$ cat src/rtl/unsigned_16by8_div_seq.sv
// Sequential unsigned restoring divider: 2*DW-bit dividend by DW-bit divisor,
// one quotient bit per clock, valid/ready handshakes on both sides.
//
// state | meaning
// IDLE  | waiting for an operand handshake, in_ready high
// BUSY  | iterating, one quotient bit retired per clock
// DONE  | result held, out_valid high until the consumer accepts it
module unsigned_16by8_div_seq #(
    parameter int DW = 8
) (
    input  logic            clk,
    input  logic            rst,
    input  logic            in_valid,
    output logic            in_ready,
    input  logic [2*DW-1:0] x,
    input  logic [DW-1:0]   y,
    output logic            out_valid,
    input  logic            out_ready,
    output logic [2*DW-1:0] q,
    output logic [DW-1:0]   r,
    output logic            dbz
);

    localparam int CW = $clog2(2*DW);

    typedef enum logic [1:0] {
        IDLE = 2'd0,
        BUSY = 2'd1,
        DONE = 2'd2
    } state_t;

    state_t          state;
    logic [2*DW-1:0] x_sh;
    logic [DW-1:0]   y_reg;
    logic [DW:0]     rem;
    logic [CW-1:0]   cnt;

    logic [DW:0]     rem_sh;
    logic [DW:0]     rem_nxt;
    logic            q_bit;

    // The shifted remainder is always below 2*y, so DW+1 bits never overflow.
    always_comb begin
        rem_sh  = {rem[DW-1:0], x_sh[2*DW-1]};
        q_bit   = (rem_sh >= {1'b0, y_reg});
        rem_nxt = q_bit ? (rem_sh - {1'b0, y_reg}) : rem_sh;
    end

    always_ff @(posedge clk or posedge rst) begin
        if (rst) begin
            state     <= IDLE;
            in_ready  <= 1'b1;
            out_valid <= 1'b0;
            q         <= '0;
            r         <= '0;
            dbz       <= 1'b0;
            x_sh      <= '0;
            y_reg     <= '0;
            rem       <= '0;
            cnt       <= '0;
        end else begin
            case (state)
                IDLE: begin
                    if (in_valid) begin
                        x_sh     <= x;
                        y_reg    <= y;
                        rem      <= '0;
                        cnt      <= CW'(2*DW-1);
                        in_ready <= 1'b0;
                        if (y == '0) begin
                            q         <= '1;
                            r         <= x[DW-1:0];
                            dbz       <= 1'b1;
                            out_valid <= 1'b1;
                            state     <= DONE;
                        end else begin
                            q     <= '0;
                            dbz   <= 1'b0;
                            state <= BUSY;
                        end
                    end
                end
                BUSY: begin
                    rem  <= rem_nxt;
                    x_sh <= {x_sh[2*DW-2:0], 1'b0};
                    q    <= {q[2*DW-2:0], q_bit};
                    cnt  <= cnt - 1'b1;
                    // Down-counter terminal count marks the last iteration.
                    if (cnt == '0) begin
                        r         <= rem_nxt[DW-1:0];
                        out_valid <= 1'b1;
                        state     <= DONE;
                    end
                end
                DONE: begin
                    if (out_ready) begin
                        out_valid <= 1'b0;
                        in_ready  <= 1'b1;
                        state     <= IDLE;
                    end
                end
                default: begin
                    state     <= IDLE;
                    in_ready  <= 1'b1;
                    out_valid <= 1'b0;
                end
            endcase
        end
    end

endmodule
$ cat config.mk
export PLATFORM = sky130hd
export DESIGN_NAME = unsigned_16by8_div_seq
export DESIGN_NICKNAME = d
export VERILOG_FILES = /design/src/rtl/unsigned_16by8_div_seq.sv
export SDC_FILE = /design/constraint.sdc
export NUM_CORES = 1
export LEC_CHECK = 0
export ABC_AREA = 1
export CAP_MARGIN = 20
export CORE_MARGIN = 4
export CORE_UTILIZATION = 40
export DETAILED_ROUTE_END_ITERATION = 16
export GPL_ROUTABILITY_DRIVEN = 0
export PLACE_DENSITY = 0.72
export REMOVE_ABC_BUFFERS = 1
export SYNTH_ARGS = -nofsm -noshare
export SYNTH_HDL_FRONTEND = slang
export SYNTH_SLANG_ARGS = --single-unit
$ cat constraint.sdc
create_clock -name clk -period 2.1 [get_ports clk]
set_input_delay 0.315 -clock clk [delete_from_list [all_inputs] [get_ports clk]]
set_output_delay 0.315 -clock clk [all_outputs]
set_load 0.01 [all_outputs]
==> After elaboration in Yosys (flattened, before gate mapping) <==
Cells that the tools add are included.
{ "totals": {"regBits": 65, "input_bits": 28} }
{ "classes": {"order_cmp": 1, "n_addsub": 2, "muxes": 28, "reduce_logical": 10, "eq_ne": 6, "n_bitwise": 1} }
{ "op_table": {"columns": ["op", "count"], "rows": [
  ["$pmux W16 S2", 2],
  ["$mux W16", 3],
  ["$mux W8", 5],
  ["$pmux W8 S2", 2],
  ["$ge A9 B8 Y1", 1],
  ["$logic_not A8 Y1", 1],
  ["$mux W2", 4],
  ["$ne A2 B2 Y1 const B", 4],
  ["$pmux W4 S2", 1],
  ["$reduce_and A4 Y1", 2],
  ["$sub A8 B8 Y8", 1],
  ["$mux W1", 7],
  ["$pmux W1 S3", 2],
  ["$pmux W2 S3", 1],
  ["$reduce_and A3 Y1", 2],
  ["$logic_not A4 Y1", 1],
  ["$mux W4", 1],
  ["$reduce_and A2 Y1", 2],
  ["$sub A4 B1 Y4 const B", 1],
  ["$eq A2 B1 Y1 const B", 1],
  ["$eq A2 B2 Y1 const B", 1],
  ["$logic_not A2 Y1", 1],
  ["$reduce_bool A2 Y1", 1],
  ["$not A1 Y1", 1]
]} }

==> Depth between registers and ports, before layout <==
Gate-level depths: netlist of run 1.
{ "depth": {"ltp_word": 4, "ltp_mapped": 12, "ltp_nobuf": 12} }

==> Least setup slack after synthesis of run 1 <==
No wires, ideal clock.
{ "synth_timing": {"path_kind": "reg-to-reg", "from": "register x_sh[15]", "to": "register rem[4]", "path_slack_ns": 0.491, "path_stages_with_launch": 11, "t_arrival_ns": 1.479, "required_ns": 1.970, "synth_period_minus_slack_ns": 1.609, "setup_time_ns": 0.130, "cell_sequence": "dfrtp_1 -> inv_1 -> ha_1 -> inv_1 -> fa_1 -> nand3_1 -> nand3_1 -> xnor2_1 -> nand2_1 -> nand3_1 -> o21ai_0"} }
{ "synth_between": {"elab_chain_len": 3, "elab_cells_between_ends": 4, "classes_between": "add/sub (1); order compare (1); mux (2)"} }
{ "synth_lines": {"columns": ["element", "line_no", "text"], "rows": [
  ["start, declared", "33", "logic [2*DW-1:0] x_sh;"],
  ["start signal, assigned", "85", "x_sh <= {x_sh[2*DW-2:0], 1'b0};"],
  ["$sub A8 B8 Y8 / $ge A9 B8 Y1 (equally long branches)", "46, 45", null],
  ["$mux W8 (*)", "46", "rem_nxt = q_bit ? (rem_sh - {1'b0, y_reg}) : rem_sh;"],
  ["$pmux W8 S2 (*)", "62", "case (state)"],
  ["end signal, assigned", "84", "rem <= rem_nxt;"],
  ["end, declared", "35", "logic [DW:0] rem;"]
]} }
Mark *: on every way between the ends. The rest lies on a longest branch, timed or not.
A chain may end at the register's enable or synchronous reset.

==> Worst setup path after layout of run 1 <==
Ends and elaborated chain as after synthesis.

==> metrics, run 1 <==
outcome=finished, final reports clean; most common library cell in the layout ignoring fill and taps=nand2_1; Reg clk slew, reported paths=0.08 ns; Seq cells post-synth=65; most frequent cells in the layout=89 x nand2_1, 64 x dfrtp_1, 56 x inv_1; Die Ht=99.7 um; pre-CTS setup slack=0.152 ns; WL final=7770 um; Final Max Slew Viols=0; critical path type=reg -> reg; flop2flop setup slack=0.22 ns; Crit. Startpoint=x_sh[15]; CP Launch Type=register; leakage dissipation=2.04 nW; DRC=0; wl on met1=3670 um; hold_buf cts=0; CTS sink count=65; crit end category=register; Seq/Total Area, Yosys=0.484; Die Area=9940 sq um; Clk pwr share=0.144; Setup Viol. Count Final=0; setup bufs post-CTS=0; Vias/cell=4.96; routed len/inst=13.8 um; number of max-cap violations=0; syn_area_per_cell=8.45 sq um; worst reg-to-reg path cell count=10; grt ovf=0; WHS=0.279 ns; WP data required=2.31 ns; Setup Skew=0.0103 ns; clk_lat worst skew=0.34 ns; die width=99.7 um; cell type with the largest total area after synthesis=dfrtp_1; post-route minimum period=1.88 ns; CTS Buf Count=9; CTS tree=built; PortBufs=54; Vias=2801; Hold Path Class=in -> async; CP arrival=2.10 ns; Core Rows=33; final core occ=0.520; worst setup margin=0.215 ns; wire length on met3=340 um; combinational share of power=0.574; initial antenna violation count=0; vias in the first global route=2835; placed cell count=550; Syn Inst Count=398; antenna cells=0; largest fanout on the critical path=3; GRT Overall Usage=0.165; Post-Syn Area=3360 sq um; final total power=8.13 mW; fin area=4270 sq um; met2 WL=3600 um; Yosys top cell area share=0.476; Reg2Reg Launch Point=x_sh[15]; largest net degree at the start of global routing=33; initial core utilization=0.409; Layout Area Growth over Synthesis=27.0%; fin crit share=0.897; setup TNS=0 ns; share of layout cells above drive strength 1=0.102; Final Hold Fails=0; top flop regs=q: 16 flops, x_sh: 16 flops; synth unique cells=36; drt first pass iters=4; fin cells=565; FMAX=531 MHz; Synth area leaders=dfrtp_1 48%, nand2_1 9.9%, inv_1 6.4%; multi-input logic area=1410 sq um; Int Power=4.58 mW; half-perimeter wire length after placement=5750 um; DRT iter0 DRCs=120; Max Used Layer=met4; Seq pwr share=0.282; register area=1630 sq um; first-pass GRT wire length=13100 um; Core Footprint=8220 sq um; Max-Slew Margin vs Limit=0.714; CTS root buf=clkbuf_8; Ys Warns=0; pwr dens=1900 nW/um^2; Worst-Margin Slew=0.425 ns; H-tree depth=3; I/O Pins=55; post-route ant nets=0; switching portion of total power=0.437; VDD IR max=670 uV; Final nets=494; Switching Power=3.55 mW; RSZ-0062 raised after global routing=false; reg2reg end=rem[4]; number of fill cells in the layout=751; Placed Area=4050 sq um; CTS Buffer Depth=2
## layout make-up
type | instances | area share
sequential | 65 | 0.381
tap | 105 | 0.0308
inverter | 62 | 0.0557
clock buffer | 9 | 0.0290
multi-input combinational | 256 | 0.330
clock inverter | 6 | 0.0217
timing repair buffer | 62 | 0.152
## worst max-delay path by stage
stage	end	slack, ns	cells past startpoint
final	rem[4]	0.22	10
after global routing	rem[4]	0.07	10
after CTS	rem[4]	0.13	10
after detailed placement	rem[4]	0.15	10
after global placement	rem[4]	0.23	10
after floorplan	cnt[0]	0.16	1
## kinds of logic (layout without fill, tap and decap cells)
kind of cell,count (synthesis),after routing,synth area share
compound gates,94,94,0.172
xor+xnor,3,3,0.00781
fa+ha+maj,10,10,0.0394
buf+inv,77,139,0.0982
flops,65,65,0.484
simple gates,149,149,0.199
## metal layers
layer / global-route usage / vias up
li1: - / 1428
met1: 0.218 / 1304
met2: 0.259 / 54
met3: 0.0302 / 15
met4: 0.0872 / 0
met5: 0 / -
## critical path, cell delays in order (launching register included)
cell,delay (ns)
dfrtp_1,0.36
inv_1,0.12
ha_1,0.16
inv_1,0.06
fa_2,0.37
nand3_1,0.09
nand3_1,0.11
xnor2_1,0.19
nand2_1,0.08
nand3_1,0.10
o21ai_0,0.11
## synthesized netlist by cell type, drive strengths merged
library cell  instances
inv                  61
nor3                  2
nand2                96
clkinv                1
clkbuf                6
nor2                 20
dfrtp                64
a31oi                 1
o211ai                9
nand3                26
nand4                 3
a22oi                 1
o31ai                 2
o21ai                42
a2bb2oi              16
nand3b                1
a32o                  1
fa                    1
xor2                  1
ha                    9
xnor2                 2
a21oi                22
or2                   1
buf                   9
dfstp                 1
## power by group through the flow
stage / Combinational, mW / Sequential, mW / Clock, mW
2_1_floorplan: 3.05 / 2.34 / 0
3_3_place_gp: 4.53 / 2.30 / 0
3_5_place_dp: 4.67 / 2.31 / 0
4_1_cts: 4.68 / 2.30 / 1.19
5_1_grt: 5.30 / 2.38 / 1.24
6_report: 4.67 / 2.30 / 1.17
## what timing repair did
action | 4_1_cts | 5_1_grt
endpoints found under the hold margin | 0 | 0
gates resized for setup | 0 | 1
setup endpoints to repair | 0 | 1
Note: power is estimated with default switching activity, not from simulation.
==> run 2: changes to the inputs <==
ABC_CLOCK_PERIOD_IN_PS = 2100   (was default)
==> results of run 2 <==
Same layout as run 1: the final DEF is identical, and so are final timing and power.
